===== src/rtl/vscale_dmem_wb_responder_pkg.sv =====
// vscale_dmem_wb_responder_pkg: memory-type codes, responder states and byte-select helper.
package vscale_dmem_wb_responder_pkg;

    localparam int MEM_TYPE_WIDTH = 3;
    localparam logic [MEM_TYPE_WIDTH-1:0] MEM_TYPE_SB = 3'd0;
    localparam logic [MEM_TYPE_WIDTH-1:0] MEM_TYPE_SH = 3'd1;
    localparam logic [MEM_TYPE_WIDTH-1:0] MEM_TYPE_SW = 3'd2;

    typedef enum logic [1:0] {
        ST_IDLE  = 2'd0,
        ST_BUS   = 2'd1,
        ST_FAULT = 2'd2
    } dmem_state_e;

    // Any size code other than SB/SH selects the whole word.
    function automatic logic [3:0] byte_sel(input logic [MEM_TYPE_WIDTH-1:0] size, input logic [1:0] addr_lo);
        return size == MEM_TYPE_SB ? 4'b0001 << addr_lo :
               size == MEM_TYPE_SH ? 4'b0011 << {addr_lo[1], 1'b0} : 4'b1111;
    endfunction

endpackage


===== src/rtl/vscale_dmem_sel_gen.sv =====
// vscale_dmem_sel_gen: size/address to Wishbone byte selects and misalignment flag.
module vscale_dmem_sel_gen
    import vscale_dmem_wb_responder_pkg::*;
(
    input  logic [MEM_TYPE_WIDTH-1:0] size,
    input  logic [1:0]                addr_lo,
    output logic [3:0]                sel,
    output logic                      misaligned
);

    assign sel        = byte_sel(size, addr_lo);
    assign misaligned = size == MEM_TYPE_SB ? 1'b0 :
                        size == MEM_TYPE_SH ? addr_lo[0] : |addr_lo;

endmodule


===== src/rtl/vscale_dmem_wb_responder.sv =====
// vscale_dmem_wb_responder: turns vscale pipeline data-memory requests into classic Wishbone cycles.
module vscale_dmem_wb_responder
    import vscale_dmem_wb_responder_pkg::*;
#(
    parameter int TIMEOUT_CYCLES = 255
) (
    input  logic                      clk,
    input  logic                      reset,
    input  logic                      dmem_en,
    input  logic                      dmem_wen,
    input  logic [MEM_TYPE_WIDTH-1:0] dmem_size,
    input  logic [31:0]               dmem_addr,
    input  logic [31:0]               dmem_wdata_delayed,
    output logic [31:0]               dmem_rdata,
    output logic                      dmem_wait,
    output logic                      dmem_badmem_e,
    output logic [31:0]               wb_adr_o,
    output logic [31:0]               wb_dat_o,
    output logic [3:0]                wb_sel_o,
    output logic                      wb_we_o,
    output logic                      wb_cyc_o,
    output logic                      wb_stb_o,
    input  logic [31:0]               wb_dat_i,
    input  logic                      wb_ack_i,
    input  logic                      wb_err_i
);

    localparam logic [15:0] TO_LAST = 16'(TIMEOUT_CYCLES - 1);

    dmem_state_e state;
    logic [15:0] cnt;
    logic [31:0] rdata_hold;
    logic [3:0]  sel;
    logic        mis, bus, timeout, term, accept;

    vscale_dmem_sel_gen u_sel (
        .size       (dmem_size),
        .addr_lo    (dmem_addr[1:0]),
        .sel        (sel),
        .misaligned (mis)
    );

    assign bus           = state == ST_BUS;
    assign timeout       = bus & (cnt == TO_LAST);
    assign term          = wb_ack_i | wb_err_i | timeout;
    assign dmem_wait     = bus & ~term;
    assign dmem_badmem_e = (state == ST_FAULT) | (bus & (wb_err_i | timeout));
    assign dmem_rdata    = (bus & wb_ack_i) ? wb_dat_i : rdata_hold;
    assign accept        = dmem_en & ~dmem_wait;
    assign wb_cyc_o      = bus;
    assign wb_stb_o      = bus;
    assign wb_dat_o      = bus ? dmem_wdata_delayed : 32'd0;

    // A new request may be taken on the same edge that ends the current one.
    always_ff @(posedge clk or negedge reset) begin
        if (!reset) begin
            state      <= ST_IDLE;
            cnt        <= 16'd0;
            rdata_hold <= 32'd0;
            wb_adr_o   <= 32'd0;
            wb_sel_o   <= 4'd0;
            wb_we_o    <= 1'b0;
        end else begin
            if (accept) begin
                state    <= mis ? ST_FAULT : ST_BUS;
                cnt      <= 16'd0;
                wb_adr_o <= {dmem_addr[31:2], 2'b00};
                wb_sel_o <= sel;
                wb_we_o  <= dmem_wen;
            end else if (!dmem_wait) begin
                state <= ST_IDLE;
            end else if (cnt != 16'hFFFF) begin
                cnt <= cnt + 16'd1;
            end
            if (bus & wb_ack_i)
                rdata_hold <= wb_dat_i;
        end
    end

endmodule


===== config.mk =====
export PLATFORM = sky130hd
export DESIGN_NAME = vscale_dmem_wb_responder
export DESIGN_NICKNAME = d
export VERILOG_FILES = /design/src/rtl/vscale_dmem_wb_responder_pkg.sv /design/src/rtl/vscale_dmem_sel_gen.sv /design/src/rtl/vscale_dmem_wb_responder.sv
export SDC_FILE = /design/constraint.sdc
export NUM_CORES = 1
export LEC_CHECK = 0
export ABC_AREA = 1
export BUFFER_PORTS_ARGS = -buffer_cell sky130_fd_sc_hd__buf_2
export CAP_MARGIN = 20
export CORE_AREA = 2 2 95 97
export CTS_CLUSTER_SIZE = 24
export DETAILED_ROUTE_END_ITERATION = 7
export DIE_AREA = 0 0 97 99
export PLACE_DENSITY_LB_ADDON = 0.05
export SYNTH_ARGS = -nofsm -noshare
export SYNTH_HDL_FRONTEND = slang
export SYNTH_SLANG_ARGS = --single-unit
export TNS_END_PERCENT = 50

===== constraint.sdc =====
create_clock -name clk -period 4.4 [get_ports clk]
set_clock_uncertainty 0.05 [all_clocks]
set_input_delay 0.22 -clock clk [delete_from_list [all_inputs] [get_ports clk]]
set_output_delay 0.22 -clock clk [all_outputs]
set_load 0.005 [all_outputs]

## Word level (Yosys, flattened, before mapping)

Cells that the tools add are included.

- Output and inout bits: 105
- Bits in registers: 85

- Bitwise gates (word level): 11
- Multiplexer cells: 12
- Eq/ne operators: 6
- Add/subtract/negate cells: 1
- Shift-type cells: 2
- Reductions and logical operators: 5

Operators with widths:

| operator | number |
|---|---|
| two-way mux 32 bit | 2 |
| two-way mux 16 bit | 3 |
| adder 16 x 1 -> 16 bit, second input constant | 1 |
| equality test 16 x 8 -> 1 bit, second input constant | 1 |
| inequality test 16 bit, second input constant | 1 |
| two-way mux 4 bit | 2 |
| two-way mux 2 bit | 3 |
| bitwise AND 1 bit | 5 |
| OR 1 bit | 4 |
| nonzero test 2 bit | 2 |
| left shift 1 x 2 -> 4 bit, first input constant | 1 |
| left shift 2 x 2 -> 4 bit, first input constant | 1 |
| equality test 3 x 1 -> 1 bit, second input constant | 1 |
| zero test 3 bit | 1 |
| equality test 2 x 1 -> 1 bit, second input constant | 1 |
| equality test 2 bit, second input constant | 1 |
| two-way mux 1 bit | 2 |
| inequality test 2 x 1 -> 1 bit, second input constant | 1 |
| inverter 1 bit | 2 |
| AND reduction 2 bit | 1 |
| OR reduction 2 bit | 1 |

## Longest topological paths before layout

Gate-level depths: netlist of the first run.

- Depth after elaboration: 9
- Gate-level depth with buffers: 11
- Mapped depth without buffers: 10

## Cells and area by module

Synthesis of the first run repeated with hierarchy kept, for this count alone.

- Cell total of the unflattened synthesis: 475
- Area total of the unflattened synthesis: 4352.9 um^2

By module, submodules not included:

| module | times used | cells each | area an instance (um^2) |
|---|---|---|---|
| vscale_dmem_wb_responder | 1 | 459 | 4284.1 |
| vscale_dmem_sel_gen | 1 | 16 | 68.8 |

## Worst setup path before layout of the first run

No wires, ideal clock.

- Path type: flip-flop to flip-flop
- From: reg cnt[0]
- To: reg cnt[3]
- Library setup time: 118 ps
- Period minus slack after synthesis: 1650 ps
- Data required time: 4232 ps
- Setup slack: 2750 ps
- Cell stages (with the launch flop): 11
- Arrival: 1482 ps
- Path buffers: 1
- Path through: dfrtp_1 -> ha_1 -> nand3_1 -> inv_1 -> nand2_1 -> inv_1 -> nand2_1 -> nand4_1 -> buf_4 -> nand3_1 -> nand2_1

- Word-level cells in the longest chain between the ends: 9
- Elaborated cells between the ends (all ways): 15

RTL lines:

| what | line | RTL |
|---|---|---|
| start: declaration | vscale_dmem_wb_responder.sv:31 | `logic [15:0] cnt;` |
| start signal: assignment | vscale_dmem_wb_responder.sv:73 | `cnt <= cnt + 16'd1;` |
| branches (longest 9 deep; another with adder 16 x 1 -> 16 bit) | -- |  |

Several ways; the timed one is not identified. The select of a mux whose other input is x is not followed.
A chain may end at the register's enable or synchronous reset.

## Final worst setup path of the first run

- From: reg cnt[0]
- To: reg cnt[13]

The elaborated chain is that of the path after synthesis.

==> impl_metrics.tcl, run 1 <==
set metrics [dict create \
    global_route.usage.met1_pct 24.5 \
    worst_skew_pair.late_latency_ns 0.36 \
    reg2reg_end "cnt[13]" \
    postSynthAreaPerCell_um2 8.72 \
    synthAdderAreaFrac_pct 0.613 \
    clk_pin_slew_ns 0.09 \
    antenna_found_initial 0 \
    maxCapViolCount 0 \
    global_route_wire_length_before_repair_mm 16.0 \
    max-vdd-ir-drop_v 0.000211 \
    timing.setup.tns_ns 0 \
    crit_arrival_ns 2.80 \
    synth_top_family_by_area "simple AND/OR/NAND/NOR gates" \
    cts_buffers 9 \
    areaGrowthSynthToFinish_pct 31.2 \
    timing.hold.worst_path_depth 3 \
    dieArea_um2 9600 \
    post_drt_via_cell_ratio 4.71 \
    synth_cells 468 \
    grt_max_degree 86 \
    cts_tree "built" \
    wl_per_cell_um 12.5 \
    die_w_um 97 \
    place.port_buffers 207 \
    mostFrequentLayoutCells "sky130_fd_sc_hd__buf_2 (206), sky130_fd_sc_hd__nand2_1 (126), sky130_fd_sc_hd__dfrtp_1 (85), sky130_fd_sc_hd__inv_1 (55), sky130_fd_sc_hd__nand3_1 (55)" \
    globalRoute.totalOverflow 0 \
    worstMarginPinSlew_ns 0.994 \
    slowest_delay_ns 0.89 \
    grt_use_total_pct 20.5 \
    io_pins 210 \
    die_h_um 99 \
    synth_compound_gate_area_share_pct 1.63 \
    drc_viols 0 \
    reg2reg_from "cnt[0]" \
    initial_utilization_pct 47.7 \
    globalRouteMet2Util_pct 35.8 \
    hpwl_mm 6.93 \
    synthDistinctLibCells 26 \
    fin_ws_ns 1.85 \
    post_route_cells_drive_above_1_share_pct 39.3 \
    critPathBufInv 1 \
    setup-violations-final 0 \
    synthTopCellsByArea "sky130_fd_sc_hd__dfrtp_1 (52%), sky130_fd_sc_hd__nand2_1 (12%), sky130_fd_sc_hd__mux2_2 (8.8%)" \
    yosysWarnings 0 \
    cp-start-kind "flip-flop" \
    setup_fix_bufs_post_cts 0 \
    worstPathMaxFanout 56 \
    wire_length_reported_by_the_detailed_router_mm 9.77 \
    worst_hold_startpoint "dmem_addr[24]" \
    cts_max_level 3 \
    cp-end-kind "flip-flop" \
    use_met3_pct 6.45 \
    drt-initial-drc-count 187 \
    num-nets-final 773 \
    core_area_um2 8550 \
    clock_tree.root_cell "sky130_fd_sc_hd__clkbuf_8" \
    ant_nets 0 \
    synth_largest_type_area_fraction_pct 52.1 \
    share_of_synthesized_area_occupied_by_flip_flops_and_latches_pct 52.1 \
    post-place-ws_ns 1.83 \
    finalPower_w 0.00192 \
    post_synth_instance_area_um2 4080 \
    timing_worst_setup_path_type "reg2reg" \
    reg2reg_slack_ns 1.85 \
    min_period_over_period_pct 58.0 \
    busiest_layer "met2" \
    numClockSinks 85 \
    synth-xor-area-share_pct 2.58 \
    relSlewSlack_pct 33.5 \
    diodes 0 \
    drt_pre_antenna_iters 4 \
    first_global_vias 3452 \
    num_vias 3668 \
    worstSetupPathDepth 9 \
    gp_congestion 0.866 \
    yosys-mux-area-fraction_pct 8.83 \
    report.final.slew_viol_count 0 \
    cp_required_ns 4.65 \
    final_common_cell "sky130_fd_sc_hd__buf_2" \
    critical_path.top_delay_family "simple AND/OR/NAND/NOR gates" \
    holdCritPathClass "in2reg" \
    netlist.top_cell.by_area "sky130_fd_sc_hd__dfrtp_1" \
    total_leakage_power_nw 3.19 \
    power_density_nw_per_um2 359 \
    core.rowCount 34 \
    timing.final.crit_period_ns 2.55 \
    finalHoldViolCount 0 \
    run_status "finished, final reports clean" \
    fmax_ghz 0.392 \
    hold_path_end "wb_adr_o[24]" \
    timing.reg2reg.worst_path_depth 9 \
    slowest_stage "sky130_fd_sc_hd__nand2_2" \
    unrepaired_setup_endpoints_after_global_routing "false" \
    critical_path.cell_chain "inv_1, ha_1, nand3_1, nor2_2, nand2_1, nand3_4, nand2_2, nand3_1, nand2_1" \
    clock_path_buffers 2 \
    synth_area_in_simple_gates_pct 25.3 \
    filler_cell_count 797 \
    synth_seq_cells 85 \
]
-- synthesized netlist by cell type --
| cell type | instances |
|---|---|
| sky130_fd_sc_hd__nand2_1 | 126 |
| sky130_fd_sc_hd__dfrtp_1 | 85 |
| sky130_fd_sc_hd__inv_1 | 55 |
| sky130_fd_sc_hd__nand3_1 | 55 |
| sky130_fd_sc_hd__nor2_1 | 52 |
| sky130_fd_sc_hd__mux2_2 | 32 |
| sky130_fd_sc_hd__o21ai_0 | 9 |
| sky130_fd_sc_hd__buf_2 | 8 |
| sky130_fd_sc_hd__xor2_1 | 8 |
| sky130_fd_sc_hd__buf_6 | 5 |
| sky130_fd_sc_hd__clkbuf_1 | 5 |
| sky130_fd_sc_hd__buf_4 | 4 |
| sky130_fd_sc_hd__xnor2_1 | 4 |
| sky130_fd_sc_hd__a21oi_1 | 3 |
| sky130_fd_sc_hd__nand4_1 | 3 |
| sky130_fd_sc_hd__buf_1 | 2 |
| sky130_fd_sc_hd__ha_1 | 2 |
| sky130_fd_sc_hd__nor2_2 | 2 |
| sky130_fd_sc_hd__a31oi_1 | 1 |
| sky130_fd_sc_hd__conb_1 | 1 |
| sky130_fd_sc_hd__nand2_2 | 1 |
| sky130_fd_sc_hd__nand3_4 | 1 |
| sky130_fd_sc_hd__nand3b_1 | 1 |
| sky130_fd_sc_hd__nor2_4 | 1 |
| sky130_fd_sc_hd__nor3_2 | 1 |
| sky130_fd_sc_hd__or2_2 | 1 |
-- per-stage QoR --
stage	area, um^2	std cells	hold slack, ns	utilization [%]
finish	5350	779	0.0343	62.6
global route	5350	779	0.0286	62.6
CTS	5320	777	0.0263	62.2
detailed placement	5110	761	0.405	59.8
global placement	5110	761	0.400	59.8
floorplan	4080	469	-0.126	-
-- registers in the layout, summed over array words and instances (netlist names) --
name	flops
rdata_hold	32
cnt	16
state	2
wb_adr_o	30
wb_we_o	1
wb_sel_o	4
-- how the worst max path moves through the flow --
stage | startpoint | to | slack [ns]
6_report | cnt[0] | cnt[13] | 1.85
4_1_cts | cnt[0] | cnt[13] | 1.80
3_5_place_dp | cnt[0] | wb_sel_o[3] | 1.83
2_1_floorplan | cnt[0] | cnt[3] | 2.75
5_1_grt | cnt[0] | wb_sel_o[3] | 1.52
3_3_place_gp | cnt[0] | wb_sel_o[1] | 1.89
-- cell families (layout without fill, tap and decap cells) --
family / count (synthesis) / in the layout
buf+inv: 79 / 281
simple gates: 244 / 244
xor+xnor: 12 / 12
compound gates: 13 / 13
fa+ha+maj: 2 / 2
other cells: 1 / 2
mux: 32 / 32
flops: 85 / 85
-- report_power, final --
group	internal [W]	total (W)	switching, W
registers	0.000899	0.000937	0.0000384
clock network	0.000270	0.000574	0.000304
logic	0.000215	0.000413	0.000198
-- metal layers --
layer,share of wire (%),vias to the layer above
li1,-,1845
met1,40,1673
met2,50,140
met3,9.1,10
met4,1.2,0
met5,0,-
-- what timing repair did --
action,in CTS,in global routing
gates resized for setup,0,0
hold buffers,0,1
hold endpoints to repair,0,34
-- final cells by class --
cell class                      count  area, um^2  share of cell area [%]
Clock buffer                        9         124                    2.31
Clock inverter                      7        80.1                    1.50
Inverter                           55         206                    3.86
Multi-Input combinational cell    305        1600                    29.8
Sequential cell                    85        2130                    39.7
Tap cell                          108         135                    2.52
Timing Repair Buffer              210        1080                    20.2
-- worst reg2reg max path: stages, from the launching register on --
cell	delay (ns)
sky130_fd_sc_hd__dfrtp_1	0.40
sky130_fd_sc_hd__inv_1	0.07
sky130_fd_sc_hd__ha_1	0.19
sky130_fd_sc_hd__nand3_1	0.09
sky130_fd_sc_hd__nor2_2	0.05
sky130_fd_sc_hd__nand2_1	0.12
sky130_fd_sc_hd__nand3_4	0.35
sky130_fd_sc_hd__nand2_2	0.90
sky130_fd_sc_hd__nand3_1	0.17
sky130_fd_sc_hd__nand2_1	0.11
Note: power is estimated with default switching activity, not from simulation.
==> run 2, diff against run 1 <==
--- a/config.mk
+++ b/config.mk
@@ -8,10 +8,10 @@
 export ABC_AREA = 1
 export BUFFER_PORTS_ARGS = -buffer_cell sky130_fd_sc_hd__buf_2
 export CAP_MARGIN = 20
-export CORE_AREA = 2 2 95 97
+export CORE_AREA = 2 2 103 105
 export CTS_CLUSTER_SIZE = 24
 export DETAILED_ROUTE_END_ITERATION = 7
-export DIE_AREA = 0 0 97 99
+export DIE_AREA = 0 0 105 107
 export PLACE_DENSITY_LB_ADDON = 0.05
 export SYNTH_ARGS = -nofsm -noshare
 export SYNTH_HDL_FRONTEND = slang
==> constraint.sdc (replaced) <==
create_clock -name clk -period 2.1 [get_ports clk]
set_clock_uncertainty 0.05 [all_clocks]
set_input_delay 0.105 -clock clk [delete_from_list [all_inputs] [get_ports clk]]
set_output_delay 0.105 -clock clk [all_outputs]
set_load 0.005 [all_outputs]
==> run 2 against run 1 <==
Worst hold slack better by 0.018 ns; maximum frequency rose by 30%; critical path depth unchanged; combinational power grew 140%; first-iteration DRC count shrank 8.0%; via count increased by 8.8%; largest power group unchanged.
==> impl_metrics.tcl, run 2 (synthesis results as in run 1) <==
set metrics [dict create \
    run_status "finished, final reports clean" \
    cp_required_ns 2.35 \
    numClockSinks 85 \
    mostFrequentLayoutCells "sky130_fd_sc_hd__buf_2 (206), sky130_fd_sc_hd__nand2_1 (125), sky130_fd_sc_hd__dfrtp_1 (83), sky130_fd_sc_hd__dlygate4sd3_1 (67)" \
    io_pins 210 \
    min_period_over_period_pct 93.6 \
    post_route_cells_drive_above_1_share_pct 37.0 \
    setup-violations-final 0 \
    timing.setup.tns_ns 0 \
    num-nets-final 849 \
    globalRouteMet2Util_pct 36.7 \
    cts_tree "built" \
    worst_skew_pair.late_latency_ns 0.35 \
    ant_nets 0 \
    power_density_nw_per_um2 674 \
    clock_path_buffers 2 \
    antenna_found_initial 0 \
    cp-end-kind "flip-flop" \
    slowest_stage "sky130_fd_sc_hd__dlygate4sd3_1" \
    maxCapViolCount 0 \
    worstPathMaxFanout 6 \
    num_vias 3989 \
    die_w_um 105 \
    cts_buffers 9 \
    final_util_pct 60.8 \
    global_route.usage.met1_pct 22.4 \
    hpwl_mm 7.65 \
    drt_pre_antenna_iters 4 \
    post_drt_via_cell_ratio 4.52 \
    die_h_um 107 \
    fmax_ghz 0.509 \
    holdCritPathClass "in2reg" \
    first_global_vias 3911 \
    diodes 0 \
    total_leakage_power_nw 3.51 \
    filler_cell_count 902 \
    unrepaired_setup_endpoints_after_global_routing "false" \
    largestRegisters "rdata_hold (32), wb_adr_o (30), cnt (16)" \
    place.port_buffers 207 \
    dieArea_um2 11200 \
    wl_per_cell_um 12.4 \
    timing_worst_setup_path_type "reg2reg" \
    cp-start-kind "flip-flop" \
    clock_tree.root_cell "sky130_fd_sc_hd__clkbuf_8" \
    finalHoldViolCount 0 \
    drc_viols 0 \
    final_common_cell "sky130_fd_sc_hd__buf_2" \
    largest_register_ffs 32 \
    global_route_wire_length_before_repair_mm 17.9 \
    crit_arrival_ns 2.21 \
    busiest_layer "met2" \
    slowest_delay_ns 0.56 \
    cts_max_level 3 \
    reg2reg_slack_ns 0.13 \
    core.rowCount 37 \
    timing.final.crit_period_ns 1.97 \
    core_area_um2 10100 \
    clk_pin_slew_ns 0.09 \
    drt-initial-drc-count 172 \
    critical_path.cell_chain "nor2_1, nand2_1, nor2_1, nand2_2, nand3_4, buf_6, nand3_1, dlygate4sd3_1, nand2_1" \
    gp_congestion 0.793 \
    areaGrowthSynthToFinish_pct 50.4 \
    wire_length_reported_by_the_detailed_router_mm 10.9 \
    use_met3_pct 4.26 \
    top_register "rdata_hold" \
    grt_max_degree 44 \
    grt_use_total_pct 19.7 \
    report.final.slew_viol_count 0 \
    initial_utilization_pct 40.4 \
    max-vdd-ir-drop_v 0.000408 \
    globalRoute.totalOverflow 0 \
]
## run 2: cell types whose count changed in the layout (fill, tap and decap cells not counted), sizes merged
cell         previous run  this run
buf                   209       219
clkinv                  2         1
dlygate4sd3             1        67
## run 2: worst paths after layout
| check | from | endpoint | depth (start not counted) |
|---|---|---|---|
| hold reg to reg | wb_adr_o[8] | wb_adr_o[8] | 2 |
| setup reg to reg | cnt[8] | wb_adr_o[29] | 9 |
| hold / removal | dmem_addr[0] | wb_sel_o[3] | 3 |
| setup / recovery | cnt[8] | wb_adr_o[29] | 9 |
| max in group asynchronous | reset | wb_adr_o[8] | 3 |
| min in group asynchronous | reset | wb_adr_o[26] | 2 |
## run 2: report_power, final
group / internal (W) / total (W) / switching [W]
Clock: 0.000559 / 0.00118 / 0.000625
Sequential: 0.00188 / 0.00197 / 0.0000821
Combinational: 0.000543 / 0.000986 / 0.000443
## run 2: area by class of cell
type / instances / area, um^2 / area share (%)
sequential: 85 / 2130 / 34.7
timing repair buffer: 286 / 1830 / 29.8
multi-input combinational: 305 / 1610 / 26.2
inverter: 55 / 206 / 3.36
tap: 136 / 170 / 2.77
clock buffer: 9 / 124 / 2.02
clock inverter: 6 / 71.3 / 1.16
## run 2: timing repair
| action | in CTS | in global routing |
|---|---|---|
| hold buffers | 67 | 0 |
| setup endpoints to repair | 1 | 20 |
| gates cloned | 0 | 0 |
| hold endpoints to repair | 149 | 0 |
| pin swaps | 0 | 1 |
| gates resized for setup | 1 | 5 |
| buffers inserted | 2 | 1 |
## run 2: worst max-delay path: cells and delay by family, from the launching register on
kind	cells	cell delay, ns
buffers and inverters	2	0.69
and+or+nand+nor	7	0.71
DFF	1	0.46
## run 2: per-stage QoR
stage | std cells | cell area, um^2 | power [W] | setup slack (ns) | hold WS, ns
after floorplan | 469 | 4080 | 0.00241 | 0.450 | -0.241
after global placement | 797 | 5230 | 0.00287 | 0.289 | -0.0715
after detailed placement | 797 | 5230 | 0.00289 | 0.211 | -0.0668
after CTS | 881 | 6120 | 0.00418 | 0.0460 | 0.0371
after global routing | 882 | 6140 | 0.00438 | 0.00966 | 0.0653
final | 882 | 6140 | 0.00414 | 0.135 | 0.0528
## run 2: layer usage
layer,vias to the layer above,wire (um)
met5,-,0
met4,0,131
met3,14,727
met2,153,5690
met1,1830,4350
li1,1992,-
==> run 3, diff against run 2 <==
--- a/config.mk
+++ b/config.mk
@@ -12,7 +12,9 @@
 export CTS_CLUSTER_SIZE = 24
 export DETAILED_ROUTE_END_ITERATION = 7
 export DIE_AREA = 0 0 105 107
+export GPL_TIMING_DRIVEN = 1
 export PLACE_DENSITY_LB_ADDON = 0.05
+export SETUP_SLACK_MARGIN = 0.15
 export SYNTH_ARGS = -nofsm -noshare
 export SYNTH_HDL_FRONTEND = slang
 export SYNTH_SLANG_ARGS = --single-unit
==> run 3 against run 2 <==
Clock-buffer cell count did not move; maximum frequency is 5.6% higher; combinational power hardly changed; routed wire length rose by 2.1%; sequential power hardly changed.
==> impl_metrics.tcl, run 3 (synthesis results as in run 1) <==
set metrics [dict create \
    fmax_ghz 0.537 \
    setup-violations-final 0 \
    finalHoldViolCount 0 \
    cp-start-kind "flip-flop" \
    hpwl_mm 7.65 \
    wire_length_reported_by_the_detailed_router_mm 11.1 \
    grt_max_degree 44 \
    slowest_delay_ns 0.46 \
    largest_register_ffs 32 \
    worst_skew_pair.late_latency_ns 0.34 \
    num_vias 3985 \
    placedInstanceArea_um2 5230 \
    cts_max_level 3 \
    crit_arrival_ns 1.71 \
    slowest_stage "sky130_fd_sc_hd__dfrtp_1" \
    reg2reg_slack_ns 0.30 \
    io_pins 210 \
    num-nets-final 852 \
    finalPower_w 0.00414 \
    worstPathMaxFanout 11 \
    drt-initial-drc-count 189 \
    final_common_cell "sky130_fd_sc_hd__buf_2" \
    mostFrequentLayoutCells "sky130_fd_sc_hd__buf_2 (206), sky130_fd_sc_hd__nand2_1 (125), sky130_fd_sc_hd__dfrtp_1 (84), sky130_fd_sc_hd__dlygate4sd3_1 (65)" \
    core_area_um2 10100 \
    timing.reg2reg.worst_path_depth 10 \
    place.detailed.instances 797 \
    ant_nets 0 \
    place.port_buffers 207 \
    reg2reg_end "wb_sel_o[1]" \
    maxCapViolCount 0 \
    report.final.slew_viol_count 0 \
    timing.setup.tns_ns 0 \
    timing.final.crit_period_ns 1.86 \
    global_route_wire_length_before_repair_mm 17.8 \
    min_period_over_period_pct 88.6 \
    die_h_um 107 \
    drc_viols 0 \
    drt_pre_antenna_iters 4 \
    post_route_cells_drive_above_1_share_pct 37.4 \
    cts_buffers 9 \
    final_util_pct 61.6 \
    dieArea_um2 11200 \
    unrepaired_setup_endpoints_after_global_routing "true" \
    globalRoute.totalOverflow 0 \
    fin_cells 885 \
    run_status "finished, final reports clean" \
    grt_use_total_pct 19.6 \
    numClockSinks 85 \
    wl_per_cell_um 12.6 \
    post_drt_via_cell_ratio 4.50 \
    setup.worst_path.start "cnt[8]" \
    antenna_found_initial 0 \
    critical_path.cell_chain "nor2_1, nand2_1, nor2_1, nand2_1, nand3_4, buf_12, inv_1, buf_2" \
    reg2reg_from "cnt[8]" \
    cts_tree "built" \
    cp-end-kind "primary output" \
    gp_congestion 0.793 \
    clock_path_buffers 2 \
    core.rowCount 37 \
    first_global_vias 3887 \
    clk_pin_slew_ns 0.09 \
    cp_required_ns 1.95 \
    power_density_nw_per_um2 666 \
    total_leakage_power_nw 3.56 \
    layout.cell_area.non_filler_um2 6220 \
    areaGrowthSynthToFinish_pct 52.4 \
    largestRegisters "rdata_hold (32), wb_adr_o (30), cnt (16)" \
    initial_utilization_pct 40.4 \
    top_register "rdata_hold" \
    timing.critical_path.to "dmem_wait" \
    clock_tree.root_cell "sky130_fd_sc_hd__clkbuf_8" \
    die_w_um 105 \
    holdCritPathClass "in2reg" \
    timing_worst_setup_path_type "reg2out" \
    diodes 0 \
    max-vdd-ir-drop_v 0.000409 \
]
-- run 3: cell type report --
type	count	area, um^2
inverters	55	206
fillers	892	3870
well taps	136	170
multi-input cells	305	1610
flip-flops and latches	85	2130
clock inverters	6	71.3
repair buffers	289	1910
clock buffers	9	124
-- run 3: per-layer routing --
| metal | global-route usage, % | part of all wire [%] | vias up | wire (um) |
|---|---|---|---|---|
| li1 | - | - | 1999 | - |
| met1 | 22.3 | 39 | 1837 | 4380 |
| met2 | 36.5 | 54 | 145 | 5990 |
| met3 | 4.26 | 6.2 | 4 | 695 |
| met4 | 6.48 | 0.65 | 0 | 72 |
| met5 | 0 | 0 | - | 0 |
-- run 3: where the power goes --
group	internal (W)	switching (W)	leakage (nW)	total, W
registers	0.00188	0.0000815	1.05	0.00197
clock network	0.000559	0.000618	0.0980	0.00118
logic	0.000554	0.000448	2.41	0.00100
total	0.00300	0.00115	3.56	0.00414
-- run 3: worst min path at each step --
stage,from,to,slack [ns],cells after the start
after floorplan,reset,cnt[0],-0.24,0
after global placement,reset,wb_adr_o[26],-0.07,1
after detailed placement,reset,wb_adr_o[26],-0.07,1
after CTS,dmem_addr[0],wb_sel_o[3],0.04,3
after global routing,dmem_addr[0],wb_sel_o[3],0.07,3
final,dmem_addr[0],wb_sel_o[3],0.05,3
-- run 3: critical path: cells and delay by family (launching register included) --
kind / cells / cell delay, ns
buf+inv: 3 / 0.29
flops: 1 / 0.46
simple gates: 5 / 0.61
-- run 3: through the flow --
step	setup WS [ns]	hold slack, ns
finish	0.239	0.0544
global route	0.118	0.0653
CTS	0.106	0.0371
detailed placement	0.211	-0.0668
global placement	0.289	-0.0715
floorplan	0.450	-0.241
-- run 3: what timing repair did --
item,in CTS,in global routing
pin swaps,0,3
gates cloned,0,2
setup buffers,2,4
endpoints found under the hold margin,149,0
endpoints found under the setup margin,33,84
gates resized for setup,2,7
hold buffers,65,0
